`config.mk`:
```
export PLATFORM = sky130hd
export DESIGN_NAME = std_rr_arbiter
export DESIGN_NICKNAME = d
export VERILOG_FILES = /design/src/rtl/std_rr_arbiter.sv
export SDC_FILE = /design/constraint.sdc
export NUM_CORES = 1
export LEC_CHECK = 0
export CAP_MARGIN = 5
export CORE_AREA = 2 2 39 41
export CTS_BUF_LIST = sky130_fd_sc_hd__clkbuf_4 sky130_fd_sc_hd__clkbuf_8
export DETAILED_ROUTE_END_ITERATION = 10
export DIE_AREA = 0 0 41 43
export GPL_TIMING_DRIVEN = 0
export PLACE_DENSITY_LB_ADDON = 0.3
export SETUP_SLACK_MARGIN = 0.1
export SLEW_MARGIN = 20
export SYNTH_ARGS = -nofsm -noshare
export SYNTH_HDL_FRONTEND = slang
export SYNTH_SLANG_ARGS = --single-unit
```
`constraint.sdc`:
```
create_clock -name i_clk -period 1.7 [get_ports i_clk]
set_input_delay 0.51 -clock i_clk [delete_from_list [all_inputs] [get_ports i_clk]]
set_output_delay 0.51 -clock i_clk [all_outputs]
set_load 0.005 [all_outputs]
```
`src/rtl/std_rr_arbiter.sv`:
```
// -----------------------------------------------------------------------------
// std_rr_arbiter
//
// Round-robin arbiter that shares one downstream resource among N requesters.
// The grant is registered, one-hot, and held until the resource acknowledges
// completion. An acknowledge re-arbitrates on the same edge, so back-to-back
// grants come out with no idle cycle in between.
//
// Parameters
//   N   number of requesters, 1..32 (default 4)
//   IW  grant index width, derived: (N > 1) ? $clog2(N) : 1 (not overridable)
//
// Ports
//   i_clk        in   1   clock; all state changes on the rising edge
//   i_rst        in   1   asynchronous, active-high reset
//   i_req        in   N   request vector; bit k = requester k wants the resource
//   i_ack        in   1   resource finished the current transaction (used only
//                         while o_valid=1)
//   o_grant      out  N   registered one-hot grant; all-zero when idle
//   o_grant_idx  out  IW  binary index of the granted requester; 0 when idle
//   o_valid      out  1   a grant is active (taken from the state register)
//   o_err        out  1   sticky grant-integrity error
//
// Optional feature
//   Define STD_RR_ARBITER_ONEHOT_CHECK_EN to build a grant-integrity checker
//   around std_onehot. Without the macro o_err is tied low and no checker logic
//   exists; arbitration behaves identically in both builds.
// -----------------------------------------------------------------------------

`ifdef STD_RR_ARBITER_ONEHOT_CHECK_EN
// -----------------------------------------------------------------------------
// std_onehot
//
// Purely combinational classifier for a W-bit vector.
//
// Ports
//   vec     in   W   vector to classify
//   onehot  out  1   exactly one bit of vec is set
//   zero    out  1   no bit of vec is set
// -----------------------------------------------------------------------------
module std_onehot #(
   parameter int W = 4
) (
   input  logic [W-1:0] vec,
   output logic         onehot,
   output logic         zero
);

   assign zero   = (vec == '0);
   // Clearing the lowest set bit leaves zero only for a power of two.
   assign onehot = !zero && ((vec & (vec - W'(1))) == '0);

endmodule
`endif

module std_rr_arbiter #(
   parameter  int N  = 4,
   localparam int IW = (N > 1) ? $clog2(N) : 1
) (
   input  logic          i_clk,
   input  logic          i_rst,
   input  logic [N-1:0]  i_req,
   input  logic          i_ack,
   output logic [N-1:0]  o_grant,
   output logic [IW-1:0] o_grant_idx,
   output logic          o_valid,
   output logic          o_err
);

   typedef enum logic {
      ST_IDLE = 1'b0,
      ST_BUSY = 1'b1
   } state_t;

   state_t         state_reg;
   logic [IW-1:0]  ptr_reg;
   logic [N-1:0]   grant_reg;
   logic [IW-1:0]  idx_reg;

   logic [N-1:0]   upper_mask;
   logic [N-1:0]   upper_req;
   logic [N-1:0]   win_onehot;
   logic [IW-1:0]  win_idx;
   logic [IW-1:0]  ptr_next;
   logic           win_found;
   logic           arb_point;

   // Index of the lowest set bit of v; 0 when v is empty.
   function automatic logic [IW-1:0] lowest_set(input logic [N-1:0] v);
      logic [IW-1:0] idx;
      idx = '0;
      for (int j = N - 1; j >= 0; j--) begin
         if (v[j]) begin
            idx = IW'(j);
         end
      end
      return idx;
   endfunction

   // Requests at or above the pointer take precedence. If none is set, the
   // search wraps to the lowest set bit of the whole vector, which is exactly
   // the first set bit scanning upward from ptr modulo N.
   generate
      for (genvar gi = 0; gi < N; gi++) begin : g_mask
         assign upper_mask[gi] = (IW'(gi) >= ptr_reg);
         assign win_onehot[gi] = (win_idx == IW'(gi));
      end
   endgenerate

   assign upper_req = i_req & upper_mask;
   assign win_found = |i_req;
   assign win_idx   = (|upper_req) ? lowest_set(upper_req) : lowest_set(i_req);

   // The winner becomes lowest priority for the next round. With N=1 the
   // winner is always N-1, so the pointer stays at 0.
   assign ptr_next  = (win_idx == IW'(N - 1)) ? '0 : (win_idx + IW'(1));

   // Re-arbitrate when idle, or on the acknowledge edge of a busy grant.
   assign arb_point = (state_reg == ST_IDLE) || i_ack;

   always_ff @(posedge i_clk or posedge i_rst) begin
      if (i_rst) begin
         state_reg <= ST_IDLE;
         ptr_reg   <= '0;
         grant_reg <= '0;
         idx_reg   <= '0;
      end else if (arb_point) begin
         if (win_found) begin
            state_reg <= ST_BUSY;
            grant_reg <= win_onehot;
            idx_reg   <= win_idx;
            ptr_reg   <= ptr_next;
         end else begin
            // Nobody asking: go idle and keep the pointer where it was.
            state_reg <= ST_IDLE;
            grant_reg <= '0;
            idx_reg   <= '0;
         end
      end
      // Busy without an acknowledge: grant, index and pointer hold and
      // request changes are ignored.
   end

   assign o_grant     = grant_reg;
   assign o_grant_idx = idx_reg;
   assign o_valid     = (state_reg == ST_BUSY);

`ifdef STD_RR_ARBITER_ONEHOT_CHECK_EN
   logic          grant_onehot;
   logic          grant_zero;
   logic [N-1:0]  idx_hit;
   logic          idx_ok;
   logic          err_next;
   logic          err_reg;

   std_onehot #(
      .W (N)
   ) u_grant_check (
      .vec    (grant_reg),
      .onehot (grant_onehot),
      .zero   (grant_zero)
   );

   // The grant bit selected by the index must be set; built per bit so a
   // non-power-of-two N never indexes outside the grant vector.
   generate
      for (genvar gi = 0; gi < N; gi++) begin : g_idx_hit
         assign idx_hit[gi] = grant_reg[gi] && (idx_reg == IW'(gi));
      end
   endgenerate

   assign idx_ok   = |idx_hit;
   assign err_next = (o_valid && !grant_onehot)
                   || (!o_valid && !grant_zero)
                   || (o_valid && !idx_ok);

   // Sticky: once an inconsistency is seen it stays flagged until reset.
   always_ff @(posedge i_clk or posedge i_rst) begin
      if (i_rst) begin
         err_reg <= 1'b0;
      end else if (err_next) begin
         err_reg <= 1'b1;
      end
   end

   assign o_err = err_reg;
`else
   assign o_err = 1'b0;
`endif

endmodule

```
==> reports/metrics.yaml <==
worst_setup_path:
  path_cells: "clkdlybuf4s50_1 -> nor2b_1 -> buf_2 -> nor2_4 -> mux2_4"
  cp-start-kind: "input pin"
  crit_buf_inv: 2
  end_kind: "flop"
  arrival_ps: 1670
  r2r-end: "ptr_reg[1]$_DFFE_PP0P_"
  r2r_start: "ptr_reg[1]$_DFFE_PP0P_"
  slowest_delay_ps: 470
  worstPathMaxFanout: 8
  critical_path_class: "in -> reg"
  path_delay_family: "buffers and inverters"
  cp.required_ps: 1850
  slowest_stage: "clkdlybuf4s50_1"
  r2r_slack_ps: 190
  reg2reg_depth: 5
power:
  ir_drop_mv: 0.616
  cellPowerDensity_mw_per_mm2: 1190
  leakage_nw: 0.384
min_path:
  hp-class: "reg -> reg"
  min-delay-start: "o_grant_idx[1]$_DFFE_PP0N_"
  min_to: "o_grant_idx[1]$_DFFE_PP0N_"
  hold_path_depth: 1
sta:
  final.period_utilization: 0.898
  fin_crit_ps: 1530
  max_freq_mhz: 655
  clock_skew_ps: 1.23
  rsz0062_at_grt: "false"
  fin_hold_ws_ps: 490
  drv_slew: 0
  setup_violations: 0
  hold_viol_final: 0
synth:
  yosysMostFrequentCell: "dfrtp_1"
  yosys_warnings: 0
  ys_seq_area_frac: 0.426
  syn_nets: 57
  synth_edf_count: 0
  ys_top_cells_by_count: "dfrtp_1 (9), nor2b_1 (5), a22o_2 (4), ha_1 (4), nand2_1 (3)"
  synth_top_cells_by_area: "dfrtp_1 (43%), ha_1 (9.5%), a22o_2 (7.6%)"
  syn_avg_cell_area_um2: 11.5
  netlist_instances: 46
  ys_dominant_reg_cell: "dfrtp_1"
  synthArstFlopShare: 1.00
  ys_ff_latch: 9
  yosysTopAreaCell: "dfrtp_1"
  synthesis.area_um2: 529
  synth_top_area_share: 0.426
  ys_types: 25
finish:
  antenna_cells: 0
  instances_no_fill: 87
  syn_to_final_growth_pct: 48.2
  nNetsFinal: 83
  fin_util: 0.567
  fillCellCount: 129
  largest_reg_flops: 4
  drive_above_1_share: 0.493
clock_network:
  clk_pin_slew_worst_paths_ps: 60
  cts_made_buffers: 3
  h-tree-depth: 1
  cts_tree: "done"
  cts_sinks: 9
  clock_latency_ps: 260
  clockRootBuffer: "clkbuf_4"
  cts_buffer_depth: 2
  ctsHoldBuffers: 0
placement:
  place_hpwl_um: 705
  portBuffers: 13
  place_congestion: 0.760
  dp_cells: 75
routing:
  routed_wl_mm: 1.03
  wl_per_cell_um: 11.9
  postRouteAntennaNets: 0
  drt_iter0_drc: 2
  drt_first_pass_iters: 4
  drc: 0
  via_count: 439
  via_per_inst: 5.05
floorplanning:
  die_h_um: 43
  dieWidth_um: 41
  rows: 14
  io_pins: 15
  initial_core_util: 0.382
  dieArea_mm2: 0.00176
  core_mm2: 0.00138
global_routing:
  grt.overflow.total: 0
  antenna_found_initial: 0
  first_global_vias: 403
  grt_usage: 0.143
  grt_max_degree: 10
  grt_pass1_wl_mm: 1.66
outcome:
  status: "completed"
job:
  maxCapViolCount: 0
==> metal layers <==
metal,part of all wire,global-route usage
met1,0.43,0.170
met2,0.50,0.216
met3,0.043,0.0157
met4,0.030,0.120
met5,0,0
==> cells in the final DEF (no fill, tap or decap), types with 2 or more instances in the layout <==
cell type,n
clkbuf_2,4
dlygate4sd2_1,7
nand2_1,3
dfrtp_1,9
clkdlybuf4s50_1,2
clkbuf_4,4
ha_1,3
a22o_2,4
nor2b_1,3
buf_4,9
o21bai_2,2
==> cells by family after synthesis <==
logic type | share of synthesized area
mux | 0.0284
fa+ha+maj | 0.0946
simple gates | 0.210
other cells | 0.00709
flops | 0.426
buf+inv | 0.0307
compound gates | 0.203
==> stage by stage <==
stage                     TNS, ps  cell area, um2  worst slack, ps  power (mW)
after floorplan                 0             549             30.5       0.547
after global placement      -2890             699             -593       0.687
after detailed placement    -2850             699             -596       0.692
after CTS                       0             800             64.4       0.935
after global routing            0             785              104        1.00
final                           0             785              173       0.935
==> power breakdown <==
group / switching (mW) / total (mW) / internal, mW
clock network: 0.0774 / 0.184 / 0.107
registers: 0.0420 / 0.321 / 0.279
logic: 0.157 / 0.430 / 0.273
==> repair_timing <==
action                     CTS  global route
hold endpoints to repair     0             0
setup buffers                8             0
gates resized for setup     20             7
pin swaps                    6             1
setup endpoints to repair   13             4
==> area by class of cell <==
cell class / instances / area [um2] / area share
multi-input combinational: 34 / 332 / 0.423
sequential: 9 / 225 / 0.287
timing repair buffer: 21 / 161 / 0.206
clock buffer: 4 / 30.0 / 0.0383
tap: 16 / 20.0 / 0.0255
buffer: 2 / 12.5 / 0.0159
inverter: 1 / 3.75 / 0.00478
==> worst max path at each step <==
stage	startpoint	to	slack, ps	depth (start not counted)
5_1_grt	i_ack	ptr_reg[1]$_DFFE_PP0P_	100	5
2_1_floorplan	i_req[2]	ptr_reg[1]$_DFFE_PP0P_	30	5
3_3_place_gp	i_req[1]	ptr_reg[1]$_DFFE_PP0P_	-590	6
4_1_cts	i_req[1]	ptr_reg[1]$_DFFE_PP0P_	60	5
6_report	i_ack	ptr_reg[1]$_DFFE_PP0P_	170	5
3_5_place_dp	i_req[1]	ptr_reg[1]$_DFFE_PP0P_	-600	6
(Power assumes the default switching activity.)
